**config.mk**
```make
export PLATFORM = sky130hd
export DESIGN_NAME = nbit_down_timer
export DESIGN_NICKNAME = d
export VERILOG_FILES = /design/src/rtl/nbit_down_timer_pkg.sv /design/src/rtl/nbit_down_timer_adder.sv /design/src/rtl/nbit_down_timer.sv
export SDC_FILE = /design/constraint.sdc
export NUM_CORES = 1
export LEC_CHECK = 0
export CORE_UTILIZATION = 30
export DETAILED_ROUTE_END_ITERATION = 7
export HOLD_SLACK_MARGIN = 0.03
export SYNTH_ARGS = -nofsm -noshare
export SYNTH_HDL_FRONTEND = slang
export SYNTH_SLANG_ARGS = --single-unit
```
**constraint.sdc**
```tcl
create_clock -name clk -period 4.3 [get_ports clk]
set_clock_uncertainty 0.2 [all_clocks]
set_input_delay 0.86 -clock clk [delete_from_list [all_inputs] [get_ports clk]]
set_output_delay 0.86 -clock clk [all_outputs]
set_load 0.005 [all_outputs]
```
**src/rtl/nbit_down_timer_pkg.sv**
```systemverilog
`default_nettype none
// ============================================================================
// Module      : nbit_down_timer_pkg
// Description : Shared definitions for the auto-reloading down-timer:
//               FSM state encodings and default widths.
// Contents    : c_state_idle / c_state_run  - 1-bit FSM state encodings
//               c_count_bits_default         - default count/reload width
//               c_pending_bits_default       - default pending-counter width
// Revision    : 1.0 - initial release
// ============================================================================
package nbit_down_timer_pkg;

    localparam logic [0:0] c_state_idle = 1'b0;
    localparam logic [0:0] c_state_run  = 1'b1;

    localparam int c_count_bits_default   = 8;
    localparam int c_pending_bits_default = 2;

endpackage : nbit_down_timer_pkg
`default_nettype wire

```
**src/rtl/nbit_down_timer_adder.sv**
```systemverilog
`default_nettype none
// ============================================================================
// Module      : nbit_down_timer_adder
// Description : N-bit full adder (sum = a + b + cin, modulo 2^BITWIDTH).
//               Shared with the up-counter; the down-timer uses it as a
//               decrementer by tying one operand to all-ones.
// Ports       : a, b  [BITWIDTH-1:0] in  - operands
//               cin   1             in  - carry in
//               sum   [BITWIDTH-1:0] out - truncated sum
// Revision    : 1.0 - initial release
// ============================================================================
module nbit_down_timer_adder #(
    parameter int BITWIDTH = 8
) (
    input  logic [BITWIDTH-1:0] a,
    input  logic [BITWIDTH-1:0] b,
    input  logic                cin,
    output logic [BITWIDTH-1:0] sum
);

    assign sum = a + b + {{(BITWIDTH-1){1'b0}}, cin};

endmodule : nbit_down_timer_adder
`default_nettype wire

```
**src/rtl/nbit_down_timer.sv**
```systemverilog
`default_nettype none
// ============================================================================
// Module      : nbit_down_timer
// Description : Loadable, auto-reloading N-bit down-counter. Each terminal
//               count (count 1 -> reload) produces a one-cycle tc pulse that
//               is queued in a saturating pending counter and presented to
//               the consumer as a level request with an ack handshake.
// Ports       : clk       in   system clock (rising edge)
//               rst       in   asynchronous active-high reset
//               ld        in   load strobe, captures load_val
//               en        in   count enable
//               load_val  in   [COUNT_BITS-1:0] period / reload value
//               count     out  [COUNT_BITS-1:0] current count
//               tc        out  one-cycle terminal-count pulse
//               req       out  high while pending != 0
//               ack       in   retires one pending event when req is high
//               pending   out  [PENDING_BITS-1:0] queued events
//               overflow  out  sticky: an event was dropped at saturation
// Revision    : 1.0 - initial release
// ============================================================================
module nbit_down_timer
    import nbit_down_timer_pkg::*;
#(
    parameter int COUNT_BITS   = c_count_bits_default,
    parameter int PENDING_BITS = c_pending_bits_default,
    parameter int PATH_DELAY   = 3
) (
    input  logic                    clk,
    input  logic                    rst,
    input  logic                    ld,
    input  logic                    en,
    input  logic [COUNT_BITS-1:0]   load_val,
    output logic [COUNT_BITS-1:0]   count,
    output logic                    tc,
    output logic                    req,
    input  logic                    ack,
    output logic [PENDING_BITS-1:0] pending,
    output logic                    overflow
);

    localparam logic [PENDING_BITS-1:0] c_pending_max = {PENDING_BITS{1'b1}};
    localparam logic [COUNT_BITS-1:0]   c_count_one   = {{(COUNT_BITS-1){1'b0}}, 1'b1};

    logic [0:0]              r_state;
    logic [0:0]              w_state_nxt;
    logic [COUNT_BITS-1:0]   r_count;
    logic [COUNT_BITS-1:0]   r_reload;
    logic                    r_tc;
    logic [PENDING_BITS-1:0] r_pending;
    logic                    r_req;
    logic                    r_overflow;

    logic [COUNT_BITS-1:0]   w_count_dec;
    logic [COUNT_BITS-1:0]   w_count_nxt;
    logic [COUNT_BITS-1:0]   w_reload_nxt;
    logic                    w_tc_nxt;
    logic                    w_ovf_clr;
    logic                    w_ovf_set;
    logic                    w_load_nz;
    logic                    w_load_zero;
    logic                    w_inc;
    logic                    w_dec;
    logic [PENDING_BITS-1:0] w_pending_nxt;

    assign w_load_nz   = ld && (load_val != '0);
    assign w_load_zero = ld && (load_val == '0);

    // ------------------------------------------------------------------
    // Decrementer: count + all-ones == count - 1 (mod 2^COUNT_BITS).
    // PATH_DELAY only shapes timing in simulation wrappers; the core
    // carries no delays. A negative value is meaningless and falls back
    // to an inline decrement so the datapath is still well defined.
    // ------------------------------------------------------------------
    generate
        if (PATH_DELAY >= 0) begin : g_dec_adder
            nbit_down_timer_adder #(
                .BITWIDTH (COUNT_BITS)
            ) u_dec (
                .a   ({COUNT_BITS{1'b1}}),
                .b   (r_count),
                .cin (1'b0),
                .sum (w_count_dec)
            );
        end else begin : g_dec_inline
            assign w_count_dec = r_count - c_count_one;
        end
    endgenerate

    // ------------------------------------------------------------------
    // FSM: state register
    // ------------------------------------------------------------------
    always_ff @(posedge clk or posedge rst) begin
        if (rst) begin
            r_state <= c_state_idle;
        end else begin
            r_state <= w_state_nxt;
        end
    end

    // ------------------------------------------------------------------
    // FSM: next-state logic
    // ------------------------------------------------------------------
    always_comb begin
        w_state_nxt = r_state;
        case (r_state)
            c_state_idle: if (w_load_nz)   w_state_nxt = c_state_run;
            c_state_run:  if (w_load_zero) w_state_nxt = c_state_idle;
            default:                       w_state_nxt = c_state_idle;
        endcase
    end

    // ------------------------------------------------------------------
    // FSM: datapath control (next count / reload / tc / overflow clear)
    // ld has priority over en; a zero load parks the timer in IDLE.
    // ------------------------------------------------------------------
    always_comb begin
        w_count_nxt  = r_count;
        w_reload_nxt = r_reload;
        w_tc_nxt     = 1'b0;
        w_ovf_clr    = 1'b0;
        case (r_state)
            c_state_idle: begin
                if (ld) begin
                    w_reload_nxt = load_val;
                end
                if (w_load_nz) begin
                    w_count_nxt = load_val;
                    w_ovf_clr   = 1'b1;
                end
            end
            c_state_run: begin
                if (w_load_nz) begin
                    w_count_nxt  = load_val;
                    w_reload_nxt = load_val;
                    w_ovf_clr    = 1'b1;
                end else if (w_load_zero) begin
                    w_count_nxt  = '0;
                    w_reload_nxt = '0;
                end else if (en) begin
                    if (r_count == c_count_one) begin
                        w_count_nxt = r_reload;
                        w_tc_nxt    = 1'b1;
                    end else begin
                        w_count_nxt = w_count_dec;
                    end
                end
            end
            default: begin
                w_count_nxt = '0;
            end
        endcase
    end

    // ------------------------------------------------------------------
    // Pending-event counter. The tc event is consumed the edge after it
    // is registered, so req follows the first tc by one cycle. A
    // simultaneous event and ack cancel out.
    // ------------------------------------------------------------------
    assign w_inc = r_tc;
    assign w_dec = ack && r_req;

    always_comb begin
        w_pending_nxt = r_pending;
        w_ovf_set     = 1'b0;
        if (w_inc && !w_dec) begin
            if (r_pending == c_pending_max) begin
                w_ovf_set = 1'b1;
            end else begin
                w_pending_nxt = r_pending + 1'b1;
            end
        end else if (w_dec && !w_inc) begin
            w_pending_nxt = r_pending - 1'b1;
        end
    end

    always_ff @(posedge clk or posedge rst) begin
        if (rst) begin
            r_count    <= '0;
            r_reload   <= '0;
            r_tc       <= 1'b0;
            r_pending  <= '0;
            r_req      <= 1'b0;
            r_overflow <= 1'b0;
        end else begin
            r_count   <= w_count_nxt;
            r_reload  <= w_reload_nxt;
            r_tc      <= w_tc_nxt;
            r_pending <= w_pending_nxt;
            r_req     <= (w_pending_nxt != '0);
            // A fresh load wins over a drop at the same edge.
            if (w_ovf_clr) begin
                r_overflow <= 1'b0;
            end else if (w_ovf_set) begin
                r_overflow <= 1'b1;
            end
        end
    end

    assign count    = r_count;
    assign tc       = r_tc;
    assign req      = r_req;
    assign pending  = r_pending;
    assign overflow = r_overflow;

endmodule : nbit_down_timer
`default_nettype wire
```
==> results.ini, run 1 <==
[outcome]
outcome = finished clean

[cts]
cts.clk_slew.worst_paths_ns = 0.08
cts_buffers = 3
clock-root-buffer = clkbuf_8
cts_setup_buffers = 0
worstSkewPairLatency_ns = 0.26
htree_levels = 1
clkSinkCount = 22
cts_resized = 0
hold_buffers = 0
clock_path_buffers = 2
cts_tree = done

[setup_path]
crit_chain = clkdlybuf4s50_1 > nand2b_1 > a311o_1 > a31oi_1
crit_path_top_delay_cell = clkdlybuf4s50_1
cp.required_ns = 4.29
cp.depth = 4
reg2reg_depth = 6
cp-start-kind = input port
crit_buf_inv = 1
path_max_fanout = 16
cp_top_family = buffers and inverters
cpPeakStageDelay_ns = 0.70
cp-end-kind = register
critPathKind = input port to register
cp.arrival_ns = 2.53

[synthesis]
synth_cell_types = 31
ys.flop_type = dfrtp_1
netlist_area_um2 = 1260
synth_edf_count = 0
synth_largest_area_cell = dfrtp_1
syn_avg_cell_area_um2 = 9.54
syn-num-nets = 150
ys_ff_latch = 22
ys_seq_area_share_pct = 43.7
synth_top_area_share_pct = 43.7
synthesis.instances = 132
synthTopCellsByArea = dfrtp_1 (44%), mux2_2 (8.9%), nand2_1 (5.4%)
yosysMostFrequentCell = dfrtp_1
ys_top_cells_by_count = dfrtp_1 (22), nand2_1 (18), nor2_1 (13)
yosysWarnings = 0
postSynth.asyncResetShare_pct = 100

[timing]
fmax_mhz = 394
maxSlewViolCount = 0
finalCritPeriodShare_pct = 59.0
grt_setup_unrepaired = false
layout_setup_ws_ns = 1.76
tightest_slew_ns = 0.838
period_minus_slack_ns = 2.54
max_slew_margin_pct = 44.1
hold_viol_final = 0
setup_violations = 0
fin_tns_setup_ns = 0

[floorplanning]
die-area_um2 = 4460
start_util_pct = 31.5
pin_count = 26
fp.dieH_um = 66.8
die_w_um = 66.8
core-area_um2 = 4000
rows = 23

[grt]
grt_pass1_vias = 984
grt_first_pass_wirelength_mm = 4.74
grt_use_total_pct = 14.1
antenna_found_initial = 0
grt_max_degree = 23
grt_overflow = 0

[route]
wl_per_cell_um = 13.8
drt_pre_antenna_iters = 4
drt-total-wl_mm = 2.83
post_drt_via_cell_ratio = 5.06
postRouteAntennaNets = 0
drc = 0
via_count = 1042
drt_iter0_markers = 32

[place]
finalWeightedCongestion = 0.790
dp_hpwl_mm = 2.11
pre_cts_ws_ns = 1.48
dp_cells = 203
place.port_buffers = 25

[cells_and_area]
fillers = 396
drive_gt1_share_pct = 10.9
final_cell_count_no_fill = 206
utilization_pct = 39.9
multi_input_area_um2 = 657
area_delta_synth_final_pct = 26.7
regArea_um2 = 551
diodes = 0
final_nets = 176

[job]
cap_violations = 0

[power_and_ir_drop]
leakagePower_nw = 0.673
powerDensity_nw_per_um2 = 378
total_power_mw = 0.603
ir_worst_vdd_uv = 142

[min_path]
hold_class = register to register
whs_path_depth = 1

## registers in the layout, summed over array words and instances, names as in the netlist, named ones only
| register | count |
|---|---|
| r_reload | 8 |
| count | 8 |
| req | 1 |
| tc | 1 |
| overflow | 1 |
| pending | 2 |
## routing by layer
metal  routed length, um  vias up  track usage [%]
li1                    -      513                -
met1                1380      507             20.2
met2                1330       20             21.5
met3                 109        2             2.91
met4                  16        0             3.19
met5                   0        -                0
## cells by family (layout without fill, tap and decap cells)
kind of cell    count (synthesis)  count (layout)  share of synthesized area, %
fa+ha+maj                       5               5                          4.97
xor+xnor                        5               5                          3.48
simple gates                   46              46                          18.2
flops                          22              22                          43.7
compound gates                 31              31                          16.6
mux                            10              10                          8.95
buf+inv                        13              37                          4.08
## layout by cell type (no fill, tap or decap), drive strengths merged
| cell type | count |
|---|---|
| nor3 | 3 |
| nand2 | 18 |
| nand3b | 1 |
| o211ai | 2 |
| clkdlybuf4s50 | 25 |
| nor4 | 2 |
| dfrtp | 22 |
| nor2 | 13 |
| a311o | 2 |
| o31ai | 1 |
| o22a | 3 |
| o311ai | 2 |
| inv | 9 |
| xor2 | 3 |
| and2b | 1 |
| a31oi | 4 |
| xnor2 | 2 |
| clkbuf | 3 |
| or2 | 1 |
| nand3 | 1 |
| a22oi | 1 |
| o21ai | 6 |
| o21ba | 1 |
| nand4 | 1 |
| a211oi | 2 |
| a21oi | 7 |
| nand2b | 1 |
| ha | 5 |
| nor2b | 4 |
| mux2 | 10 |
## worst paths after layout
kind | from | slack, ns | endpoint
worst min register to register | r_reload[5] | 0.32 | r_reload[5]
worst max-delay path | ld | 1.76 | count[7]
max in group asynchronous | rst | 2.51 | count[0]
min in group asynchronous | rst | 0.87 | count[7]
worst min-delay path | r_reload[5] | 0.32 | r_reload[5]
worst max register to register | count[0] | 1.98 | count[2]
## stage by stage
stage / cell area, um2 / hold slack, ns
6_report: 1600 / 0.318
5_1_grt: 1600 / 0.328
4_1_cts: 1600 / 0.317
3_5_place_dp: 1550 / 0.298
3_3_place_gp: 1550 / 0.297
2_1_floorplan: 1260 / 0.275
## report_power, final
part | internal [mW] | switching, mW | total (mW) | leakage, nW
clock | 0.0626 | 0.0661 | 0.129 | 0.0216
sequential | 0.241 | 0.0408 | 0.281 | 0.259
combinational | 0.109 | 0.0837 | 0.193 | 0.392
total | 0.413 | 0.191 | 0.603 | 0.673
## area by class of cell
cell class	instances	area share, %
Timing Repair Buffer	25	15.7
Multi-Input combinational cell	97	41.2
Tap cell	50	3.92
Clock buffer	3	2.59
Sequential cell	22	34.5
Inverter	9	2.12
No activity file was read; power rests on OpenSTA's default activity.
==> run 2, diff against run 1 <==
==> constraint.sdc (replaced) <==
create_clock -name clk -period 2.2 [get_ports clk]
set_clock_uncertainty 0.2 [all_clocks]
set_input_delay 0.44 -clock clk [delete_from_list [all_inputs] [get_ports clk]]
set_output_delay 0.44 -clock clk [all_outputs]
set_load 0.005 [all_outputs]
==> run 2 against run 1 <==
Against the previous run: first-iteration DRC count is 6.3% higher; highest routed layer unchanged; combinational power is 110% higher; critical path type is now register to register; hold slack got worse by 0.0071 ns; die area unchanged; setup slack worse by 1.6 ns.
==> results.ini, run 2 (same netlist as run 1, synthesis figures left out) <==
[cts]
clock-root-buffer = clkbuf_8
cts_buffers = 3  ; unchanged
clkSinkCount = 22  ; unchanged
cts_resized = 0  ; unchanged
htree_levels = 1  ; unchanged
cts.clk_slew.worst_paths_ns = 0.08  ; about the same
cts_setup_buffers = 0  ; unchanged
clock_path_buffers = 2  ; unchanged
worstSkewPairLatency_ns = 0.26  ; about the same
hold_buffers = 0  ; unchanged
cts_tree = done

[power_and_ir_drop]
powerDensity_nw_per_um2 = 733  ; +94%
leakagePower_nw = 0.726  ; +8.0%
ir_worst_vdd_uv = 378  ; +170%

[setup_path]
path_max_fanout = 11  ; -5
crit_path_top_delay_cell = dfrtp_1
crit_chain = inv_1 > ha_1 > nor2b_1 > nand3b_1 > buf_4 > o21ai_0 > a21oi_1 > o22a_1
crit_start = count[1]
cp_top_family = compound AO/OA/AOI/OAI gates
cp-start-kind = register
cp.arrival_ns = 1.98  ; -0.55 ns
crit_buf_inv = 2  ; +1
cpPeakStageDelay_ns = 0.43  ; -0.27 ns
cp.required_ns = 2.15  ; -2.14 ns
critPathKind = register to register
worstReg2RegStart = count[1]
cp-end-kind = register

[min_path]
hold_class = register to register
min_from = r_reload[5]

[floorplanning]
die-area_um2 = 4460  ; unchanged
pin_count = 26  ; unchanged
start_util_pct = 31.5  ; unchanged
die_w_um = 66.8  ; unchanged
core-area_um2 = 4000  ; unchanged
rows = 23  ; unchanged
fp.dieH_um = 66.8  ; unchanged

[route]
postRouteAntennaNets = 0  ; unchanged
drt_pre_antenna_iters = 4  ; unchanged
wl_per_cell_um = 13.0  ; -5.6%
drc = 0  ; unchanged
via_count = 1077  ; +3.4%
post_drt_via_cell_ratio = 4.96  ; -1.9%
drt-total-wl_mm = 2.82  ; -0.56%
drt_iter0_markers = 34  ; +6.3%

[timing]
fmax_mhz = 495
max_slew_margin_pct = 74.5  ; +30 points
grt_setup_unrepaired = false
setup_violations = 0  ; unchanged
maxSlewViolCount = 0  ; unchanged
finalCritPeriodShare_pct = 91.9
hold_viol_final = 0  ; unchanged
hold_ws_ns = 0.311  ; -0.00714 ns
period_minus_slack_ns = 2.02
tightest_slew_ns = 0.383  ; -0.454 ns

[place]
dp_cells = 213  ; +4.9%
place.port_buffers = 25  ; unchanged
finalWeightedCongestion = 0.859  ; +8.7%
dp_hpwl_mm = 2.14  ; +1.7%

[cells_and_area]
diodes = 0  ; unchanged
final_nets = 186  ; +5.7%
final_cell_mix = clkdlybuf4s50_1 (25), dfrtp_1 (22), nand2_1 (18)
area_delta_synth_final_pct = 33.8
final_cell_count_no_fill = 217  ; +5.3%
final_common_cell = clkdlybuf4s50_1
drive_gt1_share_pct = 16.8  ; +5.9 points

[grt]
grt_overflow = 0  ; unchanged
grt_use_total_pct = 14.4  ; +0.33 points
antenna_found_initial = 0  ; unchanged
grt_max_degree = 23  ; unchanged
grt_pass1_vias = 1000  ; +1.6%
grt_first_pass_wirelength_mm = 4.87  ; +2.8%

[outcome]
outcome = finished clean

[job]
cap_violations = 0  ; unchanged

-- run 2: cell types whose count changed in the layout (fill, tap and decap cells not counted), sizes merged --
cell and delta:
clkbuf +1, buf +10
-- run 2: layout make-up --
type                            instances  area, um2
Clock buffer                            4       55.1
Fill cell                             383       2320
Inverter                                9       33.8
Multi-Input combinational cell         97        657
Sequential cell                        22        551
Tap cell                               50       62.6
Timing Repair Buffer                   35        325
-- run 2: final timing paths --
kind	endpoint	slack, ns	cells after the start
max in group asynchronous	count[0]	1.25	3
min in group asynchronous	count[7]	0.32	3
min	r_reload[5]	0.31	1
min reg2reg	r_reload[5]	0.31	1
max reg2reg	count[5]	0.18	8
max	count[5]	0.18	8
-- run 2: metrics by stage --
| step | worst slack, ns | setup TNS (ns) | util (%) | area [um2] | power [mW] |
|---|---|---|---|---|---|
| finish | 0.178 | 0 | 42.1 | 1680 | 1.23 |
| global route | 0.0406 | 0 | 42.1 | 1680 | 1.33 |
| CTS | 0.168 | 0 | 42.1 | 1680 | 1.25 |
| detailed placement | -0.0657 | -0.267 | 40.7 | 1630 | 0.957 |
| global placement | -0.0147 | -0.0425 | 40.7 | 1630 | 0.936 |
| floorplan | 0.389 | 0 | - | 1260 | 0.756 |
-- run 2: layer usage --
| layer | part of all wire, % | GRT usage [%] |
|---|---|---|
| met5 | 0 | 0 |
| met4 | 0.75 | 4.79 |
| met3 | 5.6 | 2.23 |
| met2 | 46 | 22.3 |
| met1 | 48 | 20.2 |
-- run 2: report_power, final --
part	internal [mW]	switching (mW)
logic	0.226	0.171
registers	0.470	0.0759
clock network	0.160	0.132
==> run 3, diff against run 2 <==
--- a/config.mk
+++ b/config.mk
@@ -7,6 +7,7 @@
 export LEC_CHECK = 0
 export CORE_UTILIZATION = 30
 export DETAILED_ROUTE_END_ITERATION = 7
+export DONT_BUFFER_PORTS = 1
 export HOLD_SLACK_MARGIN = 0.03
 export SYNTH_ARGS = -nofsm -noshare
 export SYNTH_HDL_FRONTEND = slang
==> constraint.sdc (replaced) <==
create_clock -name clk -period 2.6 [get_ports clk]
set_clock_uncertainty 0.2 [all_clocks]
set_input_delay 0.52 -clock clk [delete_from_list [all_inputs] [get_ports clk]]
set_output_delay 0.52 -clock clk [all_outputs]
set_load 0.005 [all_outputs]
==> run 3 against run 2 <==
Against the previous run: hold slack got worse by 0.22 ns; core utilization decreased by 7.7 points; total power decreased by 18%; maximum frequency decreased by 11%; critical path type unchanged; highest routed layer unchanged.
==> results.ini, run 3 (same netlist as run 1, synthesis figures left out) <==
[outcome]
outcome = finished clean

[floorplanning]
core-area_um2 = 4000  ; unchanged
fp.dieH_um = 66.8  ; unchanged
pin_count = 26  ; unchanged
start_util_pct = 31.5  ; unchanged
rows = 23  ; unchanged
die-area_um2 = 4460  ; unchanged
die_w_um = 66.8  ; unchanged

[route]
post_drt_via_cell_ratio = 5.44  ; +9.6%
drc = 0  ; unchanged
drt-total-wl_mm = 2.80  ; -0.60%
drt_pre_antenna_iters = 4  ; unchanged
wl_per_cell_um = 15.4  ; +19%
postRouteAntennaNets = 0  ; unchanged
via_count = 990  ; -8.1%
drt_iter0_markers = 37  ; +8.8%

[grt]
grt_max_degree = 23  ; unchanged
grt_use_total_pct = 14.1  ; -0.34 points
grt_first_pass_wirelength_mm = 4.57  ; -6.1%
grt_overflow = 0  ; unchanged
antenna_found_initial = 0  ; unchanged
grt_pass1_vias = 989  ; -1.1%

[timing]
finalCritPeriodShare_pct = 87.6  ; -4.3 points
grt_setup_unrepaired = false
setup_violations = 0  ; unchanged
maxSlewViolCount = 0  ; unchanged
period_minus_slack_ns = 2.28  ; +0.256 ns
hold_viol_final = 0  ; unchanged
tightest_slew_ns = 0.827  ; +0.444 ns
layout_setup_ws_ns = 0.322  ; +0.144 ns
max_slew_margin_pct = 44.8  ; -30 points
fin_tns_setup_ns = 0  ; unchanged
fmax_mhz = 439  ; -11%

[setup_path]
cp.arrival_ns = 2.24  ; +0.26 ns
worstReg2RegStart = count[1]
reg2reg_depth = 7  ; -1
r2r-end = count[2]
path_max_fanout = 12  ; +1
cp-end-kind = register
cp.required_ns = 2.56  ; +0.41 ns
cp-start-kind = register
crit_path_top_delay_cell = dfrtp_1
r2r_slack_ns = 0.32  ; +0.14 ns
crit_chain = inv_1 > ha_1 > nor2b_1 > nand3b_1 > mux2_2 > a22oi_1 > nor2_1
critPathKind = register to register
cpPeakStageDelay_ns = 0.44  ; about the same

[cts]
cts_setup_buffers = 0  ; unchanged
htree_levels = 1  ; unchanged
cts_buffers = 3  ; unchanged
cts.clk_slew.worst_paths_ns = 0.08  ; about the same
cts_resized = 0  ; unchanged
clock-root-buffer = clkbuf_8
clock_path_buffers = 2  ; unchanged
cts_tree = done
hold_buffers = 0  ; unchanged
worstSkewPairLatency_ns = 0.27  ; about the same
clkSinkCount = 22  ; unchanged

[power_and_ir_drop]
leakagePower_nw = 0.590  ; -19%
powerDensity_nw_per_um2 = 737  ; +0.57%
total_power_mw = 1.01  ; -18%
ir_worst_vdd_uv = 387  ; +2.5%

[cells_and_area]
utilization_pct = 34.4  ; -7.7 points
diodes = 0  ; unchanged
final_cell_count_no_fill = 182  ; -16%
final_common_cell = dfrtp_1
area_delta_synth_final_pct = 9.24
final_cell_mix = dfrtp_1 (22), nand2_1 (18), nor2_1 (13)
final_nets = 151  ; -19%
drive_gt1_share_pct = 13.6  ; -3.1 points

[job]
cap_violations = 0  ; unchanged

[place]
place.port_buffers = 0  ; -100%
finalWeightedCongestion = 0.850  ; -1.1%
pre_cts_ws_ns = 0.408  ; +0.474 ns
dp_hpwl_mm = 2.09  ; -2.6%
dp_cells = 178  ; -16%

[min_path]
hold_class = input port to asynchronous set/reset pin

==> run 3: changes by cell type in the layout (fill, tap and decap cells not counted) <==
cell	previous run	this run
clkbuf_8	4	3
bufinv_16	0	1
buf_4	10	0
clkdlybuf4s50_1	25	0
==> run 3: worst max-delay path by stage <==
stage	startpoint	to	slack, ns	cells after the start
after CTS	count[0]	count[2]	0.37	6
after floorplan	load_val[1]	count[4]	0.71	5
after global routing	count[0]	count[2]	0.21	6
after global placement	count[0]	count[2]	0.50	6
after detailed placement	count[1]	count[2]	0.41	7
final	count[1]	count[2]	0.32	7
==> run 3: routing by layer <==
metal / wire [um] / global-route usage (%) / share of wire, %
met2: 1330 / 22.3 / 48
met5: 0 / 0 / 0
met1: 1180 / 16.3 / 42
met4: 53 / 7.45 / 1.9
met3: 231 / 5.31 / 8.2
==> run 3: per-stage QoR <==
stage	instance area [um2]	hold WS, ns
2_1_floorplan	1260	0.275
3_3_place_gp	1300	0.299
3_5_place_dp	1300	0.299
4_1_cts	1380	0.121
5_1_grt	1380	0.116
6_report	1380	0.0919
==> run 3: layout make-up <==
class,count,area [um2]
fillers,387,2630
multi-input cells,97,657
flip-flops and latches,22,551
well taps,50,62.6
clock buffers,3,41.3
inverters,9,33.8
clock inverters,1,30.0
==> run 3: where the power goes <==
| group | internal (mW) | switching, mW |
|---|---|---|
| Clock | 0.206 | 0.118 |
| Sequential | 0.398 | 0.0757 |
| Combinational | 0.0998 | 0.116 |
==> run 3: worst max-delay path: cells and delay by family, from the launching register on <==
family	cells	cell delay, ns
simple gates	3	0.63
compound gates	1	0.20
mux	1	0.41
flops	1	0.44
buf+inv	1	0.12
fa+ha+maj	1	0.17
